`config.mk`:
```
export PLATFORM = sky130hd
export DESIGN_NAME = muldiv_unit
export DESIGN_NICKNAME = d
export VERILOG_FILES = /design/src/rtl/muldiv_unit.sv
export SDC_FILE = /design/constraint.sdc
export NUM_CORES = 1
export LEC_CHECK = 0
export BUFFER_PORTS_ARGS = -buffer_cell sky130_fd_sc_hd__buf_2
export CAP_MARGIN = 20
export CORE_ASPECT_RATIO = 1.5
export CORE_MARGIN = 2
export CORE_UTILIZATION = 59
export CTS_CLUSTER_DIAMETER = 80
export DETAILED_ROUTE_END_ITERATION = 7
export PLACE_DENSITY = 0.81
export SLEW_MARGIN = 20
export SYNTH_ARGS = -nofsm -noshare
export SYNTH_HDL_FRONTEND = slang
export SYNTH_SLANG_ARGS = --single-unit
```
`constraint.sdc`:
```
create_clock -name clk -period 3.8 [get_ports clk]
set_clock_uncertainty 0.15 [all_clocks]
set_input_delay 0.76 -clock clk [delete_from_list [all_inputs] [get_ports clk]]
set_output_delay 0.76 -clock clk [all_outputs]
set_load 0.01 [all_outputs]
```
`src/rtl/muldiv_unit.sv`:
```
// rtl/muldiv_unit.sv - iterative radix-2 shift-add multiply / restoring divide unit
// Defining MULDIV_SIGNED_EN adds signed operation selected by op[2]; otherwise all ops are unsigned.

module muldiv_unit #(
   parameter int DATA_WIDTH = 32
) (
   input  logic                  clk,
   input  logic                  reset,
   input  logic                  start,
   input  logic [2:0]            op,
   input  logic [DATA_WIDTH-1:0] SrcA,
   input  logic [DATA_WIDTH-1:0] SrcB,
   input  logic                  flush,
   output logic                  busy,
   output logic                  done,
   output logic [DATA_WIDTH-1:0] Result
);
   localparam int W = DATA_WIDTH;
   localparam int CNT_WIDTH = $clog2(DATA_WIDTH) + 1;
   localparam logic [CNT_WIDTH-1:0] CNT_LAST = CNT_WIDTH'(DATA_WIDTH);

   typedef enum logic [1:0] {IDLE, RUN, FIN} state_t;

   state_t               state_q;
   logic                 busy_q, done_q, neg_q;
   logic [1:0]           kind_q;
   logic [CNT_WIDTH-1:0] cnt_q;
   logic [W-1:0]         opnd_q, hi_q, lo_q, result_q;

   logic                 a_neg, b_neg, div_ovf, div_zero, neg_res;
   logic [W-1:0]         mag_a, mag_b, quick_res;

`ifdef MULDIV_SIGNED_EN
   localparam logic [W-1:0] MOST_NEG = {1'b1, {(W-1){1'b0}}};
   assign a_neg   = op[2] & SrcA[W-1];
   assign b_neg   = op[2] & SrcB[W-1];
   assign mag_a   = a_neg ? -SrcA : SrcA;
   assign mag_b   = b_neg ? -SrcB : SrcB;
   assign div_ovf = op[2] & op[1] & (SrcA == MOST_NEG) & (SrcB == '1);
`else
   logic unused_sign;
   assign unused_sign = op[2];
   assign a_neg   = 1'b0;
   assign b_neg   = 1'b0;
   assign mag_a   = SrcA;
   assign mag_b   = SrcB;
   assign div_ovf = 1'b0;
`endif

   // Remainder follows the dividend's sign; product and quotient follow the xor.
   assign neg_res   = (op[1:0] == 2'b11) ? a_neg : (a_neg ^ b_neg);
   assign div_zero  = op[1] & (SrcB == '0);
   assign quick_res = div_zero ? (op[0] ? SrcA : '1) : (op[0] ? '0 : SrcA);

   logic [W:0]   mul_sum, div_shift, div_diff;
   logic [W-1:0] hi_d, lo_d;

   always_comb begin
      mul_sum   = {1'b0, hi_q} + (lo_q[0] ? {1'b0, opnd_q} : '0);
      div_shift = {hi_q, lo_q[W-1]};
      div_diff  = div_shift - {1'b0, opnd_q};
      if (kind_q[1]) begin
         hi_d = div_diff[W] ? div_shift[W-1:0] : div_diff[W-1:0];
         lo_d = {lo_q[W-2:0], ~div_diff[W]};
      end else begin
         hi_d = mul_sum[W:1];
         lo_d = {mul_sum[0], lo_q[W-1:1]};
      end
   end

   logic [2*W-1:0] prod_fix;
   logic [W-1:0]   div_mag, fin_res;

   always_comb begin
      prod_fix = neg_q ? -{hi_q, lo_q} : {hi_q, lo_q};
      div_mag  = kind_q[0] ? hi_q : lo_q;
      if (kind_q[1]) fin_res = neg_q ? -div_mag : div_mag;
      else           fin_res = kind_q[0] ? prod_fix[2*W-1:W] : prod_fix[W-1:0];
   end

   always_ff @(posedge clk) begin
      if (reset) begin
         state_q  <= IDLE;
         busy_q   <= 1'b0;
         done_q   <= 1'b0;
         neg_q    <= 1'b0;
         kind_q   <= '0;
         cnt_q    <= '0;
         opnd_q   <= '0;
         hi_q     <= '0;
         lo_q     <= '0;
         result_q <= '0;
      end else begin
         done_q <= 1'b0;
         case (state_q)
            RUN: begin
               if (flush) begin
                  state_q <= IDLE;
                  busy_q  <= 1'b0;
               end else if (cnt_q == CNT_LAST) begin
                  state_q  <= FIN;
                  busy_q   <= 1'b0;
                  done_q   <= 1'b1;
                  result_q <= fin_res;
               end else begin
                  cnt_q <= cnt_q + CNT_WIDTH'(1);
                  hi_q  <= hi_d;
                  lo_q  <= lo_d;
               end
            end
            default: begin
               state_q <= IDLE;
               busy_q  <= 1'b0;
               if (start && !flush) begin
                  kind_q <= op[1:0];
                  neg_q  <= neg_res;
                  cnt_q  <= '0;
                  if (div_zero || div_ovf) begin
                     // Answer is known from the operands alone; skip the iterations.
                     state_q  <= FIN;
                     done_q   <= 1'b1;
                     result_q <= quick_res;
                  end else begin
                     state_q <= RUN;
                     busy_q  <= 1'b1;
                     opnd_q  <= op[1] ? mag_b : mag_a;
                     hi_q    <= '0;
                     lo_q    <= op[1] ? mag_a : mag_b;
                  end
               end
            end
         endcase
      end
   end

   assign busy   = busy_q;
   assign done   = done_q;
   assign Result = result_q;

endmodule

```
**Yosys cells after proc, flatten, opt, wreduce, memory -nomap -nowiden**

Index checks and enable logic that the tools add are counted.
Widths: inputs -> output; s select.

- Register bits after elaboration: 140
- Logic and storage cells: 75

- $add $sub $neg: 3
- Reduce and logical (&&, ||, !) cells: 10
- Eq/ne operators: 7
- Multiplexer cells: 42
- Bitwise logic cells: 4

Operators with widths:

| cell | number |
|---|---|
| $mux 32 | 23 |
| $add 32x32->33 | 1 |
| $sub 33x32->33 | 1 |
| $logic_not 32->1 | 1 |
| $mux 6 | 4 |
| $mux 1 | 10 |
| $mux 2 | 5 |
| $reduce_and 4->1 | 2 |
| $add 6x1->6 const B | 1 |
| $eq 6x6->1 const B | 1 |
| $ne 2x2->1 const B | 3 |
| $reduce_and 3->1 | 2 |
| $reduce_bool 2->1 | 2 |
| $ne 3x3->1 const B | 1 |
| $not 1->1 | 3 |
| $eq 2x1->1 const B | 1 |
| $ne 2x1->1 const B | 1 |
| $reduce_and 2->1 | 1 |
| $and 1x1->1 | 1 |
| $logic_and 1x1->1 | 1 |
| $logic_not 1->1 | 1 |

**Depth between registers and ports, before layout**

Gate-level depths: netlist (run 1).

- Word-level depth: 6
- Depth in mapped cells: 15
- Depth with buffers taken out: 14

**Least setup slack after synthesis (run 1)**

No wires, ideal clock.

- Path type: flip-flop to flip-flop
- Start point: register lo_q[31]
- End point: register hi_q[3]
- Setup slack: 481 ps
- Buffers on the path: 1
- Period minus slack after synthesis: 3,319 ps
- Stages on the path, launching flop included: 15
- Data arrival time: 3,055 ps
- Setup time: 114 ps
- Path through: dfxtp_1 inv_1 ha_1 fa_1 nand2b_1 a21oi_1 nor2_1 o31a_1 o41ai_2 a21oi_2 xor2_1 buf_4 mux2i_1 a21oi_1 a21o_1

- Word-level cells in the longest chain between the ends: 6

Ends and longest elaborated chain:

| what | RTL line | source |
|---|---|---|
| start, declared | 28 | `logic [W-1:0] opnd_q, hi_q, lo_q, result_q;` |
| start signal, assigned | 108 | `lo_q <= lo_d;` |
| start signal, assigned | 128 | `lo_q <= op[1] ? mag_a : mag_b;` |
| $sub 33x32->33 | 61 | `div_diff = div_shift - {1'b0, opnd_q};` |
| $mux 32 | 63 | `hi_d = div_diff[W] ? div_shift[W-1:0] : div_diff[W-1:0];` |
| $mux 32 | 62 | `if (kind_q[1]) begin` |
| $mux 32 | 100 | `end else if (cnt_q == CNT_LAST) begin` |
| $mux 32 | 97 | `if (flush) begin` |
| $mux 32 | 95 | `case (state_q)` |
| end signal, assigned | 107 | `hi_q <= hi_d;` |
| end, declared | 28 |  |

Every way passes these cells. The select of a mux whose other input is x is not followed.
A chain may end at the register's enable or synchronous reset.

**Final worst setup path (run 1)**

Same ends and word-level chain as after synthesis.

==> results of run 1 <==
[logic make-up after synthesis]
family / after synthesis / share of synthesized area
muxes: 100 / 0.0906
adders and majority gates: 68 / 0.0784
and+or+nand+nor: 420 / 0.190
xor gates and xnor gates: 54 / 0.0428
buffers and inverters: 155 / 0.0553
DFF: 139 / 0.252
AOI/OAI and AO/OA: 495 / 0.291
[layout make-up]
cell class	instances	area [um^2]
repair buffers	147	926
flip-flops and latches	139	2790
clock inverters	12	219
inverters	48	180
fillers	1554	5890
well taps	252	315
multi-input cells	1137	7710
clock buffers	20	447
[critical path: cells and delay by family (launching register included)]
kind | cells | cell delay [ns]
buffers and inverters | 2 | 0.27
AND/OR/NAND/NOR | 2 | 0.29
XOR/XNOR | 1 | 0.24
AO/OA/AOI/OAI | 6 | 1.44
flip-flops | 1 | 0.37
adder cells (fa/ha/maj) | 2 | 0.64
multiplexers | 1 | 0.18
[power by group through the flow]
stage | registers [mW] | clock network [mW] | logic [mW]
after floorplan | 1.57 | 0 | 0.496
after global placement | 1.60 | 0 | 0.654
after detailed placement | 1.60 | 0 | 0.670
after CTS | 1.57 | 1.89 | 0.680
after global routing | 1.58 | 1.96 | 0.758
final | 1.57 | 1.89 | 0.697
[repair_timing]
item,4_1_cts,5_1_grt
endpoints found under the setup margin,0,22
hold buffers,0,0
gates resized for setup,0,5
[worst max path at each step]
stage	from	endpoint	slack (ns)	cells past startpoint
2_1_floorplan	lo_q[31]	hi_q[3]	0.48	14
3_3_place_gp	lo_q[31]	hi_q[29]	0.14	14
3_5_place_dp	lo_q[31]	hi_q[29]	0.08	14
4_1_cts	lo_q[31]	hi_q[3]	0.03	14
5_1_grt	opnd_q[21]	hi_q[6]	-0.01	13
6_report	lo_q[31]	hi_q[3]	0.10	14
[sequential cells by signal, summed over array words and instances (netlist names), 2 cells and up]
signal / count
kind_q: 2
opnd_q: 32
lo_q: 32
Result: 32
cnt_q: 6
hi_q: 32
[through the flow]
step / setup TNS [ns] / instance area (um^2) / total power [mW]
floorplan: 0 / 11000 / 2.06
global placement: 0 / 11900 / 2.25
detailed placement: 0 / 11900 / 2.27
CTS: 0 / 12600 / 4.14
global route: -0.0184 / 12600 / 4.29
finish: 0 / 12600 / 4.16
[per-layer routing]
metal,vias to the layer above,GRT usage
met4,0,0.159
met5,-,0
met2,524,0.538
met1,5058,0.402
li1,5375,-
met3,108,0.0440
[cell usage in the layout, fill, tap and decap left out, types with 35 or more instances in the layout]
cell / synthesis / routed
a21oi_1: 158 / 157
ha_1: 66 / 66
buf_2: 2 / 101
nor3b_1: 35 / 35
nor2_1: 146 / 146
dfxtp_1: 139 / 136
o21ai_0: 50 / 48
and2_1: 35 / 35
nand2_1: 71 / 71
mux2i_1: 100 / 100
a211oi_1: 130 / 130
buf_4: 3 / 40
inv_1: 48 / 48
a21o_1: 35 / 35
==> results_dict.tcl, run 1 <==
set metrics [dict create \
    synth_warnings 0 \
    row_count 61 \
    clockRootBuffer "clkbuf_16" \
    yosysUniqueCellTypes 64 \
    cts_buffers 17 \
    critPathMaxStageDelay_ns 0.46 \
    power.switching_mw 1.12 \
    grt.total_usage 0.321 \
    tightestPinTransition_ns 1.13 \
    clock_latency_ns 0.43 \
    critPathMaxFanout 16 \
    crit_chain "inv_1 -> ha_1 -> fa_1 -> nand2b_1 -> a21oi_2 -> nor2_1 -> o31a_1 -> o41ai_4 -> a21oi_2 -> xor2_4 -> buf_12 -> mux2i_1 -> a21oi_1 -> a21o_1" \
    final_hold_viol_count 0 \
    ios 105 \
    dieArea_um2 19900 \
    slew_headroom 0.245 \
    nNetsFinal 1629 \
    worstSetupPathType "flop to flop" \
    worst_path_max_delay_cell "o41ai_4" \
    final_util 0.681 \
    worstRegToRegCells 14 \
    grt_max_degree 68 \
    dp_slack_ns 0.0820 \
    outcome "finished, final reports clean" \
    cts_setup_buffers 0 \
    setup_violations 0 \
    yosys.area.top_type "dfxtp_1" \
    wl_met2_mm 15.2 \
    end_kind "flop" \
    antenna_left 0 \
    worstHoldPathType "flop to flop" \
    seqPwrFrac 0.378 \
    drt_iter0_drc 751 \
    r2r-end "hi_q[3]" \
    wl_met3_mm 2.38 \
    h-tree-depth 4 \
    vias 11100 \
    yosys-top-cells-count "158 x a21oi_1, 146 x nor2_1, 139 x dfxtp_1" \
    synth-edff-count 0 \
    min_delay_path_depth 2 \
    ys_dominant_reg_cell "dfxtp_1" \
    critPathArrivalTime_ns 3.87 \
    grt_pass1_vias 10400 \
    hpwl_mm 23.6 \
    power_density_nw_per_um2 330 \
    comb_power_share 0.168 \
    gp_congestion 0.937 \
    yosysMostFrequentCell "a21oi_1" \
    num_antenna_cells 0 \
    async_flop_share 0 \
    holdWs_ns 0.336 \
    vias_per_cell 6.30 \
    min_to "Result[30]" \
    drive_above_1_share 0.131 \
    cts_buffer_depth 2 \
    synth.avg_cell_area_um2 7.72 \
    slew_viol_final 0 \
    grt_overflow 0 \
    top_layer_used "met4" \
    syn_nets 1570 \
    ys_top_cells_by_area "dfxtp_1 25%, mux2i_1 9.1%, a211oi_1 8.8%" \
    wirelength_met1_mm 13.1 \
    startpoint_type "flop" \
    p_clk_frac 0.454 \
    wirelength_mm 32.1 \
    ys_seq_area_frac 0.252 \
    ys_seq_elements 139 \
    dr.pass1.iters 8 \
    antenna_found_initial 0 \
    finalCritPeriodShare 0.972 \
    fmax_ghz 0.271 \
    netlist_area_um2 11000 \
    route.detailed.drc 0 \
    grt_pass1_wl_mm 51.0 \
    r2r-start "lo_q[31]" \
    maxCapViolCount 0 \
    start_util 0.598 \
    period_minus_slack_ns 3.70 \
    syn_inst 1431 \
    numClockSinks 139 \
    r2r_setup_slack_ns 0.10 \
    core_area_um2 18500 \
    yosysTopAreaCellShare 0.252 \
    area_growth_pct 13.9 \
    min-delay-start "Result[30]" \
    path_common_cell "a21oi_2" \
    p_int_mw 3.03 \
    crit_required_ns 3.97 \
    die_h_um 172 \
    fin_ws_ns 0.105 \
    cts_tree "done" \
    dp.cells 1723 \
    stdcell_count 1755 \
    die_w_um 116 \
    path_clk_slew_ns 0.06 \
    port_buffers 103 \
    switching_share 0.270 \
    wl_per_cell_um 18.3 \
    ir_worst_vdd_uv 442 \
    power_leakage_nw 5.50 \
]
No activity file was read; power rests on OpenSTA's default activity.
==> inputs of run 2 (changes only) <==
RECOVER_POWER = 25   (was unset)
==> results_dict.tcl, run 2 (synthesized netlist as in run 1, its figures left out) <==
set metrics [dict create \
    power_mw 4.15 \
    cts_setup_buffers 0 \
    drive_above_1_share 0.106 \
    top_usage_layer "met2" \
    die_w_um 116 \
    fin_area_um2 12500 \
    finalCritPeriodShare 0.977 \
    violations "capacitance limit, slew limit" \
    die_h_um 172 \
    hpwl_mm 23.6 \
    grt_use_met2 0.538 \
    gp_congestion 0.937 \
    cts_buffer_depth 2 \
    row_count 61 \
    fmax_ghz 0.269 \
    route.detailed.drc 0 \
    wl_per_cell_um 18.3 \
    startpoint_type "flop" \
    path_clk_slew_ns 0.06 \
    final_hold_viol_count 0 \
    port_buffers 103 \
    clock_latency_ns 0.43 \
    cts_tree "done" \
    worstSetupPathType "flop to flop" \
    cts_buffers 17 \
    nNetsFinal 1629 \
    met1_usage 0.402 \
    ios 105 \
    grt_max_degree 68 \
    dp.cells 1723 \
    numClockSinks 139 \
    hold_buffers 0 \
    outcome "complete, but fails checks" \
    start_util 0.598 \
    grt.total_usage 0.321 \
    ir_worst_vdd_uv 441 \
    setup_violations 0 \
    stdcell_count 1755 \
    worstHoldPathType "flop to flop" \
    vias_per_cell 6.29 \
    end_kind "flop" \
    final_common_cell "a21oi_1" \
    clockRootBuffer "clkbuf_16" \
    use_met3 0.0440 \
    antenna_left 0 \
    vias 11000 \
    area_growth_pct 13.4 \
    wirelength_mm 32.1 \
    placed_cell_area_um2 11900 \
    critPathMaxFanout 16 \
    period_minus_slack_ns 3.71 \
    h-tree-depth 4 \
    maxCapViolCount 1 \
    grt_pass1_vias 10400 \
    layout_common_cells "157 x a21oi_1, 146 x nor2_1, 137 x dfxtp_1, 130 x a211oi_1, 100 x mux2i_1" \
    tightestPinTransition_ns 2.05 \
    dieArea_um2 19900 \
    crit_required_ns 3.97 \
    power_density_nw_per_um2 332 \
    grt_pass1_wl_mm 51.0 \
    core_area_um2 18500 \
    nFillCells 1572 \
    num_antenna_cells 0 \
    antenna_found_initial 0 \
    slew_viol_final 34 \
    dr.pass1.iters 7 \
    critPathArrivalTime_ns 3.88 \
    power_leakage_nw 5.34 \
    grt_overflow 0 \
    slew_headroom -0.367 \
    drt_iter0_drc 846 \
]
-- run 2: cell count changes in the layout (fill, tap and decap cells not counted), sizes merged --
cell / change
buf: -38
clkbuf: +38
-- run 2: timing repair --
item                                    in CTS  in global routing
endpoints found under the setup margin       0                 22
resized for setup                            0                  5
hold endpoints to repair                     0                  0
-- run 2: worst max-delay path, cell delays in order, from the launching register on --
cell      delay (ns)
dfxtp_1         0.37
inv_1           0.08
ha_1            0.21
fa_1            0.43
nand2b_1        0.21
a21oi_2         0.21
nor2_1          0.08
o31a_1          0.40
o41ai_4         0.46
a21oi_2         0.15
xor2_4          0.25
buf_12          0.18
mux2i_1         0.18
a21oi_1         0.08
a21o_1          0.16
-- run 2: through the flow --
stage,util,setup slack (ns),TNS [ns],hold slack [ns]
after floorplan,-,0.481,0,0.318
after global placement,0.644,0.143,0,0.317
after detailed placement,0.644,0.0820,0,0.323
after CTS,0.680,0.0250,0,0.338
after global routing,0.678,-0.0145,-0.0184,0.358
final,0.678,0.0887,0,0.337
-- run 2: power by group --
part	total [mW]	switching [mW]	internal, mW
Sequential	1.57	0.0649	1.51
Combinational	0.699	0.415	0.284
Clock	1.88	0.639	1.24
-- run 2: layout make-up --
cell class / instances / area, um^2 / area share
inverters: 48 / 180 / 0.0144
clock buffers: 20 / 447 / 0.0357
flip-flops and latches: 139 / 2790 / 0.222
clock inverters: 12 / 219 / 0.0175
well taps: 252 / 315 / 0.0252
multi-input cells: 1137 / 7710 / 0.615
repair buffers: 147 / 871 / 0.0695
-- run 2: final timing paths --
kind / from / to / slack [ns] / cells past startpoint
max reg2reg: lo_q[31] / hi_q[3] / 0.09 / 14
max: lo_q[31] / hi_q[3] / 0.09 / 14
min reg2reg: Result[13] / Result[13] / 0.34 / 2
min: Result[13] / Result[13] / 0.34 / 2
-- run 2: metal layers --
| metal | up-vias | share of wire |
|---|---|---|
| met3 | 96 | 0.074 |
| met5 | - | 0 |
| met1 | 5064 | 0.40 |
| li1 | 5374 | - |
| met4 | 0 | 0.044 |
| met2 | 502 | 0.48 |
==> inputs of run 3 (changes only) <==
ABC_AREA = 1   (was unset)
CORE_UTILIZATION = 62   (was 59)
PLACE_DENSITY = 0.84   (was 0.81)
==> results_dict.tcl, run 3 <==
set metrics [dict create \
    outcome "finished, final reports clean" \
    wl_per_cell_um 17.2 \
    drive_above_1_share 0.0801 \
    wirelength_mm 43.9 \
    p_clk_frac 0.428 \
    critPathArrivalTime_ns 3.56 \
    nNetsFinal 2413 \
    synth_mux_area_frac 0 \
    grt_max_degree 94 \
    clockRootBuffer "clkbuf_16" \
    synth_warnings 0 \
    worstSetupPathType "flop to flop" \
    die_h_um 179 \
    power_density_nw_per_um2 330 \
    row_count 64 \
    clock_latency_ns 0.43 \
    slew_viol_final 0 \
    maxCapViolCount 0 \
    route.detailed.drc 0 \
    synth_fa_ha_area_frac 0.0680 \
    min-delay-start "lo_q[4]" \
    num_antenna_cells 0 \
    cts_setup_buffers 0 \
    holdWs_ns 0.332 \
    grt_pass1_vias 13900 \
    synth_xor_area_frac 0.00964 \
    ys_seq_elements 139 \
    r2r_setup_slack_ns 0.46 \
    crit_required_ns 4.01 \
    worstHoldPathType "flop to flop" \
    yosysMostFrequentCell "nand2_1" \
    r2r-start "lo_q[0]" \
    yosys.area.top_type "dfxtp_1" \
    netlist_area_um2 12700 \
    dr.pass1.iters 6 \
    fmax_ghz 0.299 \
    finalCritPeriodShare 0.880 \
    syn_inst 2232 \
    ys_seq_area_frac 0.219 \
    grt_overflow 0 \
    ios 105 \
    yosysTopAreaCellShare 0.219 \
    dieArea_um2 21700 \
    ys_top_cells_by_area "dfxtp_1 22%, nand2_1 15%, o21ai_0 13%" \
    layout_common_cells "521 x nand2_1, 338 x inv_1, 322 x o21ai_0, 244 x nor2_1, 204 x a21oi_1" \
    fin_setup_tns_ns 0 \
    power_leakage_nw 6.93 \
    end_kind "flop" \
    critPathMaxStageDelay_ns 0.47 \
    setup_violations 0 \
    final_hold_viol_count 0 \
    grt.total_usage 0.404 \
    area_growth_pct 9.83 \
    antenna_left 0 \
    antenna_found_initial 0 \
    drt_iter0_drc 1134 \
    grt_pass1_wl_mm 69.9 \
    cts_buffer_depth 2 \
    comb_power_share 0.232 \
    crit_chain "buf_4 -> nand2_1 -> fa_1 -> inv_1 -> nand2_1 -> o21ai_1 -> a21boi_0 -> o21ai_1 -> nand2_1 -> nand2_1 -> nand2_1 -> nand3_1 -> nand3_1 -> a21oi_1" \
    synth-simple-area-share 0.339 \
    cts_buffers 17 \
    hold_buffers 0 \
    switching_share 0.313 \
    path_common_cell "nand2_1" \
    synth.avg_cell_area_um2 5.70 \
    die_w_um 121 \
    yosysUniqueCellTypes 45 \
    power.switching_mw 1.44 \
    hpwl_mm 33.5 \
    vias 14800 \
    ys_dominant_reg_cell "dfxtp_1" \
    ir_worst_vdd_uv 395 \
    synth-edff-count 0 \
    port_buffers 103 \
    synth_top_family_by_area "simple AND/OR/NAND/NOR gates" \
    slew_headroom 0.245 \
    start_util 0.628 \
    gp_congestion 0.989 \
    numClockSinks 139 \
    h-tree-depth 4 \
    seqPwrFrac 0.340 \
    cts_tree "done" \
    path_clk_slew_ns 0.06 \
    startpoint_type "flop" \
    synth_compound_area_frac 0.229 \
    core_area_um2 20300 \
    critPathMaxFanout 34 \
    vias_per_cell 5.81 \
    final_common_cell "nand2_1" \
    tightestPinTransition_ns 1.13 \
    yosys-top-cells-count "521 x nand2_1, 339 x inv_1, 322 x o21ai_0" \
    period_minus_slack_ns 3.34 \
    p_int_mw 3.17 \
    crit_start "lo_q[0]" \
    rsz0062_at_grt "no" \
    postCtsResizedCells 0 \
    worst_path_max_delay_cell "o21ai_1" \
    syn_nets 2371 \
    async_flop_share 0 \
]
[run 3: cell count changes after synthesis, moves of 34 or more]
cell / before / now
a21oi_1: 158 / 205
nor2_1: 146 / 244
nand3_1: 22 / 131
nor2b_1: 34 / 0
inv_1: 48 / 339
o21ai_0: 50 / 322
a211oi_1: 130 / 0
mux2i_1: 100 / 0
nand2_1: 71 / 521
[run 3: worst max-delay path: cells and delay by family, from the launching register on]
family / cells / cell delay, ns
simple gates: 7 / 0.75
buf+inv: 2 / 0.48
fa+ha+maj: 1 / 0.41
flops: 1 / 0.33
compound gates: 4 / 1.16
[run 3: routing by layer]
| layer | routed length, um | share of wire | track usage | up-vias |
|---|---|---|---|---|
| met5 | 0 | 0 | 0 | - |
| met1 | 16400 | 0.37 | 0.475 | 6668 |
| met2 | 21300 | 0.49 | 0.700 | 725 |
| met3 | 3490 | 0.080 | 0.0552 | 160 |
| met4 | 2630 | 0.060 | 0.219 | 0 |
| li1 | - | - | - | 7275 |
[run 3: kinds of logic (layout without fill, tap and decap cells)]
logic type               count (synthesis)  after routing
AND/OR/NAND/NOR                       1003           1003
buffers and inverters                  444            498
AO/OA/AOI/OAI                          564            564
adder cells (fa/ha/maj)                 68             68
flip-flops                             139            139
XOR/XNOR                                14             14
[run 3: power groups by stage]
stage          sequential [mW]  clock, mW  combinational (mW)
2_1_floorplan             1.58          0               0.736
3_3_place_gp              1.59          0                1.00
3_5_place_dp              1.60          0                1.02
4_1_cts                   1.57       1.99                1.03
5_1_grt                   1.57       2.04                1.18
6_report                  1.57       1.98                1.07
[run 3: per-stage QoR]
step                setup slack (ns)  std cells  power [mW]   util  instance area, um^2
floorplan                       1.17       2232        2.32      -                12700
global placement               0.610       2519        2.60  0.658                13300
detailed placement             0.547       2519        2.62  0.658                13300
CTS                            0.530       2550        4.59  0.692                14000
global route                   0.256       2550        4.80  0.690                14000
finish                         0.456       2550        4.61  0.690                14000
[run 3: layout make-up]
class / instances / area, um^2
repair buffers: 121 / 653
multi-input cells: 1649 / 8220
well taps: 264 / 330
inverters: 346 / 1300
fillers: 1965 / 6280
clock buffers: 20 / 457
flip-flops and latches: 139 / 2780
clock inverters: 11 / 239
[run 3: path summary, 6_finish.rpt]
check | to | depth (start not counted)
max | hi_q[29] | 14
max reg2reg | hi_q[29] | 14
min | lo_q[4] | 2
min reg2reg | lo_q[4] | 2
